### src/rtl/fetch_pkg.sv
// Shared types for the fetch queue: IF1 packet, queue entry, NOP and exception-code width.
package fetch_pkg;

  localparam int          EXCP_W   = 7;
  localparam logic [31:0] INST_NOP = 32'h0340_0000;

  typedef struct packed {
    logic [31:0]       pc;
    logic [31:0]       pc_next;
    logic [1:0]        pc_taken;
    logic [31:0]       inst0;
    logic [31:0]       inst1;
    logic [31:0]       badv;
    logic [EXCP_W-1:0] exception;
    logic [1:0]        excp_flag;
  } fetch_pkt_t;

  typedef struct packed {
    logic [31:0]       pc;
    logic [31:0]       inst;
    logic              pred_taken;
    logic [31:0]       pred_target;
    logic              excp;
    logic [EXCP_W-1:0] exception;
    logic [31:0]       badv;
  } fq_entry_t;

  function automatic fq_entry_t nop_entry();
    fq_entry_t e;
    e      = '0;
    e.inst = INST_NOP;
    return e;
  endfunction

endpackage

### src/rtl/fetch_queue_ram.sv
// Entry storage: DEPTH x fq_entry_t registers, two write ports at wr_addr/wr_addr+1,
// two asynchronous read ports at rd_addr/rd_addr+1; the +1 wraps by index masking.
module fetch_queue_ram
  import fetch_pkg::*;
#(
  parameter int DEPTH     = 8,
  parameter int LOG_DEPTH = 3
) (
  input  logic                 clk,
  input  logic                 rst,
  input  logic                 we0,
  input  logic                 we1,
  input  logic [LOG_DEPTH-1:0] wr_addr,
  input  fq_entry_t            wd0,
  input  fq_entry_t            wd1,
  input  logic [LOG_DEPTH-1:0] rd_addr,
  output fq_entry_t            rd0,
  output fq_entry_t            rd1
);

  localparam logic [LOG_DEPTH-1:0] MASK = LOG_DEPTH'(DEPTH - 1);

  fq_entry_t            mem [DEPTH];
  logic [LOG_DEPTH-1:0] wr_addr1;
  logic [LOG_DEPTH-1:0] rd_addr1;

  assign wr_addr1 = (wr_addr + LOG_DEPTH'(1)) & MASK;
  assign rd_addr1 = (rd_addr + LOG_DEPTH'(1)) & MASK;

  always_ff @(posedge clk or posedge rst) begin
    if (rst) begin
      for (int i = 0; i < DEPTH; i++) mem[i] <= nop_entry();
    end else begin
      if (we0) mem[wr_addr & MASK] <= wd0;
      if (we1) mem[wr_addr1]       <= wd1;
    end
  end

  assign rd0 = mem[rd_addr & MASK];
  assign rd1 = mem[rd_addr1];

endmodule

### src/rtl/fetch_queue.sv
// IF1-to-decode instruction queue: splits packets into entries, issues up to two per cycle in order.
// Write-to-output latency 1 cycle (0 with FETCH_QUEUE_BYPASS_EN); accepts a packet only while free >= 2.
module fetch_queue
  import fetch_pkg::*;
#(
  parameter int DEPTH     = 8,
  parameter int LOG_DEPTH = 3
) (
  input  logic              clk,
  input  logic              rst,
  input  logic              flush,
  input  logic              in_valid,
  input  logic [31:0]       in_pc,
  input  logic [31:0]       in_pc_next,
  input  logic [1:0]        in_pc_taken,
  input  logic [31:0]       in_inst0,
  input  logic [31:0]       in_inst1,
  input  logic [31:0]       in_badv,
  input  logic [6:0]        in_exception,
  input  logic [1:0]        in_excp_flag,
  output logic              fifo_allowin,
  output logic              write_en,
  output logic              pop_en,
  output logic              space_ok,
  output logic              nearly_full,
  output logic [1:0]        out_valid,
  output logic [31:0]       out_pc0,
  output logic [31:0]       out_pc1,
  output logic [31:0]       out_inst0,
  output logic [31:0]       out_inst1,
  output logic [1:0]        out_pred_taken,
  output logic [31:0]       out_pred_target0,
  output logic [31:0]       out_pred_target1,
  output logic [1:0]        out_excp,
  output logic [6:0]        out_exception,
  output logic [31:0]       out_badv,
  input  logic [1:0]        out_accept
);

  localparam int CW = LOG_DEPTH + 1;
  localparam logic [CW-1:0] DEPTH_C = CW'(DEPTH);

  logic [LOG_DEPTH-1:0] wr_ptr, rd_ptr;
  logic [CW-1:0]        count, free;

  fetch_pkt_t pkt;
  fq_entry_t  pk0, pk1, rd0, rd1, lane0, lane1, wd0;
  logic [1:0] pk_n, pops, wr_n, rd_pops;
  logic       byp, raw_v0, raw_v1, acc0, acc1;

  assign pkt = '{pc: in_pc, pc_next: in_pc_next, pc_taken: in_pc_taken, inst0: in_inst0,
                 inst1: in_inst1, badv: in_badv, exception: in_exception, excp_flag: in_excp_flag};

  // An odd-word PC fetches only slot 1; a taken or faulting slot 0 ends the packet.
  always_comb begin
    pk0 = nop_entry();
    pk1 = nop_entry();
    pk0.pc = pkt.pc;
    if (pkt.pc[2]) begin
      pk0.inst       = pkt.inst1;
      pk0.pred_taken = pkt.pc_taken[1];
      pk0.excp       = pkt.excp_flag[1];
      pk_n           = 2'd1;
    end else begin
      pk0.inst       = pkt.inst0;
      pk0.pred_taken = pkt.pc_taken[0];
      pk0.excp       = pkt.excp_flag[0];
      pk_n           = (pkt.pc_taken[0] || pkt.excp_flag[0]) ? 2'd1 : 2'd2;
    end
    pk0.pred_target = (pk_n == 2'd1) ? pkt.pc_next : pkt.pc + 32'd4;
    pk0.exception   = pk0.excp ? pkt.exception : '0;
    pk0.badv        = pk0.excp ? pkt.badv : '0;

    pk1.pc          = pkt.pc + 32'd4;
    pk1.inst        = pkt.inst1;
    pk1.pred_taken  = pkt.pc_taken[1];
    pk1.pred_target = pkt.pc_next;
    pk1.excp        = pkt.excp_flag[1];
    pk1.exception   = pk1.excp ? pkt.exception : '0;
    pk1.badv        = pk1.excp ? pkt.badv : '0;
  end

  assign free         = DEPTH_C - count;
  assign fifo_allowin = free >= CW'(2);
  assign space_ok     = free >= CW'(4);
  assign nearly_full  = free < CW'(2);
  assign write_en     = in_valid && fifo_allowin && !flush;

`ifdef FETCH_QUEUE_BYPASS_EN
  assign byp = (count == '0) && in_valid && !flush;
`else
  assign byp = 1'b0;
`endif

  assign lane0  = byp ? pk0 : rd0;
  assign lane1  = byp ? pk1 : rd1;
  assign raw_v0 = byp ? 1'b1 : (count != '0);
  assign raw_v1 = byp ? (pk_n == 2'd2) : (count >= CW'(2));

  // A taken or faulting head must close its issue group.
  assign out_valid = {raw_v0 && raw_v1 && !lane0.excp && !lane0.pred_taken, raw_v0};

  assign acc0    = out_accept[0] && out_valid[0];
  assign acc1    = out_accept[1] && out_valid[1] && acc0;
  assign pops    = {1'b0, acc0} + {1'b0, acc1};
  assign pop_en  = acc0 && !flush;
  assign rd_pops = byp ? 2'd0 : pops;
  assign wr_n    = write_en ? (pk_n - (byp ? pops : 2'd0)) : 2'd0;
  assign wd0     = (byp && acc0) ? pk1 : pk0;

  fetch_queue_ram #(.DEPTH(DEPTH), .LOG_DEPTH(LOG_DEPTH)) u_ram (
    .clk     (clk),
    .rst     (rst),
    .we0     (wr_n != 2'd0),
    .we1     (wr_n == 2'd2),
    .wr_addr (wr_ptr),
    .wd0     (wd0),
    .wd1     (pk1),
    .rd_addr (rd_ptr),
    .rd0     (rd0),
    .rd1     (rd1)
  );

  always_ff @(posedge clk or posedge rst) begin
    if (rst) begin
      wr_ptr <= '0;
      rd_ptr <= '0;
      count  <= '0;
    end else if (flush) begin
      wr_ptr <= '0;
      rd_ptr <= '0;
      count  <= '0;
    end else begin
      wr_ptr <= wr_ptr + LOG_DEPTH'(wr_n);
      rd_ptr <= rd_ptr + LOG_DEPTH'(rd_pops);
      count  <= count + CW'(wr_n) - CW'(rd_pops);
    end
  end

  assign out_pc0          = lane0.pc;
  assign out_pc1          = lane1.pc;
  assign out_inst0        = lane0.inst;
  assign out_inst1        = lane1.inst;
  assign out_pred_taken   = {lane1.pred_taken, lane0.pred_taken};
  assign out_pred_target0 = lane0.pred_target;
  assign out_pred_target1 = lane1.pred_target;
  assign out_excp         = {lane1.excp, lane0.excp};
  assign out_exception    = lane0.excp ? lane0.exception : lane1.exception;
  assign out_badv         = lane0.excp ? lane0.badv : lane1.badv;

endmodule

### config.mk
export PLATFORM = sky130hd
export DESIGN_NAME = fetch_queue
export DESIGN_NICKNAME = d
export VERILOG_FILES = /design/src/rtl/fetch_pkg.sv /design/src/rtl/fetch_queue_ram.sv /design/src/rtl/fetch_queue.sv
export SDC_FILE = /design/constraint.sdc
export NUM_CORES = 2
export LEC_CHECK = 0
export BUFFER_PORTS_ARGS = -buffer_cell sky130_fd_sc_hd__clkbuf_2
export CAP_MARGIN = 20
export CORE_MARGIN = 8
export CORE_UTILIZATION = 40
export DETAILED_ROUTE_END_ITERATION = 16
export REMOVE_ABC_BUFFERS = 1
export SLEW_MARGIN = 20
export SYNTH_ARGS = -nofsm -noshare
export SYNTH_HDL_FRONTEND = slang
export SYNTH_SLANG_ARGS = --single-unit
### constraint.sdc
create_clock -name clk -period 34.4 [get_ports clk]
set_clock_uncertainty 0.15 [all_clocks]
set_input_delay 5.16 -clock clk [delete_from_list [all_inputs] [get_ports clk]]
set_output_delay 5.16 -clock clk [all_outputs]
set_load 0.1 [all_outputs]
# Word-level counts from Yosys, hierarchy flattened
# Index checks and enable logic that the tools add are counted.
classes:
  add_sub_neg: 9
  n_mul: 0
  div: 0
  order_cmp: 10
  n_eq_ne: 2
  shifts: 0
  muxes: 29
  bitwise: 4
  reduce_logical: 17
op_table:
  columns: ["op", "count"]
  rows:
  - ["$bwmux W1096", 2]
  - ["$mux W1096", 2]
  - ["$bmux W137 S3", 2]
  - ["$demux W137 S3", 2]
  - ["$mux W137", 6]
  - ["$mux W32", 4]
  - ["$mux W33", 1]
  - ["$add A32 B3 Y32 const B", 1]
  - ["$mux W7", 3]
  - ["$ge A4 B4 Y1 const B", 4]
  - ["$not A3 Y4", 4]
  - ["$logic_and A1 B1 Y1", 11]
  - ["$ge A4 B2 Y1 const B", 2]
  - ["$lt A4 B1 Y1 const B", 2]
  - ["$add A3 B1 Y3 const B", 2]
  - ["$add A3 B2 Y3", 2]
  - ["$mux W2", 3]
  - ["$mux W3", 2]
  - ["$add A4 B2 Y4", 1]
  - ["$ge A4 B3 Y1 const B", 1]
  - ["$lt A4 B2 Y1 const B", 1]
  - ["$mux W4", 1]
  - ["$reduce_bool A4 Y1", 1]
  - ["$sub A4 B2 Y4", 1]
  - ["8 further kinds", 10]
totals:
  reg_bits: 1106
  latch_bits: 0
  ram_bits: 0
  romBits: 0
  inputBits: 177
  mem_count: 0

# Logic depth before layout (Yosys ltp)
depth:
  depth_word: 12
  ltp_mapped: 15
  ltp_nobuf: 14

# By module
# Synthesis repeated with hierarchy kept, for this count alone.
hier_totals:
  cells_unflattened: 4953
  hier_area_um2: 73011.3
by_module_without_submodules:
  columns: ["module", "n_inst", "cells_each", "area_each_um2", "seq_area_each_um2"]
  rows:
  - ["fetch_queue_ram", 1, 4529, 69819.5, 27456.3]
  - ["fetch_queue", 1, 424, 3191.8, 250.2]

# Least setup slack after synthesis
# OpenSTA, ideal clock, no wires.
synth_path:
  path_kind: "in2out"
  start: "input port flush"
  end: "output port pop_en"
  arrival_ns: 6.626
  t_required_ns: 29.090
  setup_slack_ns: 22.464
  cell_stages: 2
  path_cell_list: "clkbuf_1 -> nor2_1"
synth_between:
  elab_chain_len: 2
synth_rtl:
  columns: ["element", "line_no", "rtl"]
  rows:
  - ["start: declaration", "fetch_queue.sv:11", "input logic flush,"]
  - ["$logic_not A1 Y1", "fetch_queue.sv:106", "assign pop_en = acc0 && !flush;"]
  - ["$logic_and A1 B1 Y1", "fetch_queue.sv:106", null]
  - ["end: declaration", "fetch_queue.sv:23", "output logic pop_en,"]
# No other way between the ends.

# Worst setup path in the final report
layout_path:
  start: "input port flush"
  end: "output port write_en"
layout_between:
  elab_chain_len: 2
layout_rtl:
  columns: ["element", "line_no", "rtl"]
  rows:
  - ["$logic_not A1 Y1", "fetch_queue.sv:87", "assign write_en = in_valid && fifo_allowin && !flush;"]
  - ["$logic_and A1 B1 Y1", "fetch_queue.sv:87", null]
  - ["end: declaration", "fetch_queue.sv:22", "output logic write_en,"]
# No other way between the ends.

==> flow_summary.json <==
{
  "status": "finished, final reports clean",
  "cpLargestDelayFamily": "buffers and inverters",
  "synth_enable_flop_cells": 0,
  "startpoint_kind_of_the_worst_setup_timing_path": "input pin",
  "post_synth_inst_count": 5292,
  "synth_register_bits": 1106,
  "min_delay_worst_type": "flip-flop to flip-flop",
  "clock_tree_sinks": 1106,
  "worstPathArrival_ps": 7050,
  "max_clock_freq_ghz": 0.08092,
  "ys_top_cells_by_count": "sky130_fd_sc_hd__dfrtp_1, sky130_fd_sc_hd__nand2_1, sky130_fd_sc_hd__mux4_2, sky130_fd_sc_hd__nor2_1, sky130_fd_sc_hd__a221o_1",
  "cts-buffers-inserted": 132,
  "hold_path_end": "u_ram.mem[790]",
  "remaining_drc_errors": 0,
  "min_path_cells": 2,
  "crit_fanout": 16,
  "max_incr_delay_on_cp_ps": 500,
  "finalPower_mw": 8.204,
  "drv_slew": 0,
  "critical_path_required_ps": 29090,
  "globalplace.congestion": 0.8753,
  "slew-limit-headroom_pct": 18.33,
  "cts_tree": "yes",
  "worst_r2r_startpoint": "rd_ptr[0]",
  "path_buf_inv": 5,
  "routed_via_density": 6.961,
  "final-hold-violation-count": 0,
  "cap_violations": 0,
  "grt_pass1_vias": 52060,
  "power.density_cell_area_nw_per_um2": 117.0,
  "initial_core_util_pct": 40.36,
  "clock_tree.htree_level_count": 4,
  "path_clk_slew_ps": 60,
  "grt_setup_unrepaired": "no",
  "mappedNetlistArea_um2": 62250,
  "die_height_um": 410.5,
  "max_slew.worst_pin.slew_ps": 1225,
  "ys_types": 80,
  "yosys.area.top_type": "sky130_fd_sc_hd__dfrtp_1",
  "postSynthAreaPerCell_um2": 11.76,
  "holdCritStartpoint": "u_ram.mem[790]",
  "leading_post_synthesis_cells_by_cell_area": "sky130_fd_sc_hd__dfrtp_1, sky130_fd_sc_hd__mux4_2, sky130_fd_sc_hd__a221o_1, sky130_fd_sc_hd__a22o_1, sky130_fd_sc_hd__nand2_1",
  "worst_skew_pair.late_latency_ps": 780,
  "num-fill-cells": 14180,
  "final_nets": 5525,
  "path_class": "input pin to output pin",
  "cts_hold_buffers": 0,
  "grt.total_usage_pct": 29.02,
  "hpwlAfterDp_mm": 141.2,
  "grt_antenna_before_repair": 39,
  "primary_flip_flop_cell_chosen_by_synthesis_mapping": "sky130_fd_sc_hd__dfrtp_1",
  "drt_pre_antenna_iters": 6,
  "root_cell_of_the_clock_tree": "sky130_fd_sc_hd__clkbuf_16",
  "period_needed_ps": 12360,
  "grt.overflow.total": 0,
  "ys_async_sr_fraction_pct": 100.0,
  "final_layout_size_suffix_gt1_share_pct": 29.09,
  "vdd.ir_drop.worst_mv": 0.2543,
  "syn_to_final_growth_pct": 12.69,
  "post-synth-top-count-cell": "sky130_fd_sc_hd__dfrtp_1",
  "r2r_end": "count[3]",
  "route.vias.total": 52260,
  "io_pins": 419,
  "fin_crit_sh_pct": 35.93,
  "detailedRoute.firstIterationViolations": 7316,
  "route.detailed.wl_per_inst_um": 33.59,
  "max-clock-path-buffers": 3,
  "fin_util_pct": 45.48,
  "r2r_cells": 13,
  "post_route_ant_nets": 0,
  "synth_top_area_share_pct": 43.50,
  "ys_seq_area_share_pct": 44.51,
  "core_area_um2": 154200,
  "finalWirelength_mm": 252.2,
  "timing.critical_path.cells": "clkbuf_2, buf_4, nand2b_1, nor2_1, buf_4, nand2_2, inv_2, clkbuf_2",
  "setup_violators_final": 0,
  "postCtsSetupBuffers": 0,
  "grt_pass1_wl_mm": 367.5,
  "timing.critical_path.to_type": "output pin",
  "std_cell_rows": 144,
  "die_x_um": 410.5,
  "worst-r2r-setup-slack_ps": 27900,
  "maximum_number_of_pins_on_one_net_before_global_route_repair": 174,
  "yosysWarnings": 0,
  "power.leakage_nw": 29.77,
  "die_area_um2": 168500,
  "numPortBuffers": 418,
  "cpMaxStageDelayCell": "sky130_fd_sc_hd__clkbuf_2",
  "post_cts_resized": 0
}
## where the power goes
group | leakage [nW] | switching [mW] | total, mW | internal [mW]
registers | 14.7 | 0.285 | 1.91 | 1.62
clock network | 2.11 | 0.594 | 1.43 | 0.833
logic | 13.0 | 3.60 | 4.87 | 1.27
total | 29.8 | 4.48 | 8.20 | 3.72
## tightest hold or removal path, stage by stage, from the launching register on
cell                      delay (ps)
sky130_fd_sc_hd__dfrtp_1         350
sky130_fd_sc_hd__nand2_1          50
sky130_fd_sc_hd__nand2_1          50
## through the flow
step / worst slack, ps / area, µm² / TNS (ps) / instances / hold slack (ps)
4_1_cts: 22100 / 70000 / 0 / 7473 / 338.5
5_1_grt: 21990 / 70110 / 0 / 7493 / 354.4
6_report: 22040 / 70150 / 0 / 7508 / 334.4
2_1_floorplan: -2012 / 59520 / -2176640 / 4656 / 300.2
3_3_place_gp: 22120 / 65660 / 0 / 7239 / 311.5
3_5_place_dp: 22110 / 65690 / 0 / 7240 / 327.0
## logic make-up (layout without fill, tap and decap cells)
logic type      Yosys count  count (layout)  share of synthesized area (%)
mux                     691             691                          22.34
fa+ha+maj                16              16                         0.3698
other cells               0              33                              0
compound gates         1406            1406                          18.27
buf+inv                 691             830                          4.709
flops                  1106            1106                          44.51
simple gates           1351            1351                          9.369
xor+xnor                 31              31                         0.4362
## per-layer routing
| layer | wire [µm] | share of wire (%) | vias to the layer above | GRT usage [%] |
|---|---|---|---|---|
| li1 | - | - | 20670 | - |
| met1 | 96190 | 38 | 27230 | 38.46 |
| met2 | 111600 | 44 | 3646 | 42.52 |
| met3 | 31500 | 12 | 701 | 9.895 |
| met4 | 12820 | 5.1 | 10 | 14.34 |
| met5 | 101 | 0.040 | - | 0.2011 |
## flip-flops by register name, summed over array words and instances (netlist names)
name / cells
u_ram.mem: 1096
wr_ptr: 3
rd_ptr: 3
count: 4
## cell usage in the layout, fill, tap and decap left out, types with 67 or more instances in the layout
cell,instances
sky130_fd_sc_hd__a211oi_1,73
sky130_fd_sc_hd__a21oi_1,130
sky130_fd_sc_hd__a221o_1,323
sky130_fd_sc_hd__a22o_1,312
sky130_fd_sc_hd__a22oi_1,80
sky130_fd_sc_hd__buf_4,112
sky130_fd_sc_hd__clkbuf_16,134
sky130_fd_sc_hd__clkbuf_2,417
sky130_fd_sc_hd__dfrtp_1,1079
sky130_fd_sc_hd__mux2_2,107
sky130_fd_sc_hd__mux4_2,548
sky130_fd_sc_hd__nand2_1,621
sky130_fd_sc_hd__nor2_1,439
sky130_fd_sc_hd__o21ai_0,100
sky130_fd_sc_hd__o221a_2,67
sky130_fd_sc_hd__o22ai_1,92
## worst max-delay path by stage
stage / cells after the start / startpoint / to
floorplan: 1 / rst / count[0]
global placement: 8 / flush / write_en
detailed placement: 8 / flush / write_en
CTS: 8 / flush / write_en
global route: 8 / flush / write_en
finish: 8 / flush / write_en
## layout make-up
| cell class | count | area [µm²] | area share (%) |
|---|---|---|---|
| antenna | 33 | 82.58 | 0.1177 |
| clock buffer | 200 | 3841 | 5.476 |
| clock inverter | 33 | 475.5 | 0.6778 |
| inverter | 55 | 214.0 | 0.3050 |
| multi-input combinational | 3495 | 32080 | 45.72 |
| sequential | 1106 | 27720 | 39.51 |
| tap | 2044 | 2557 | 3.646 |
| timing repair buffer | 542 | 3186 | 4.541 |
No activity file was read; power rests on OpenSTA's default activity.
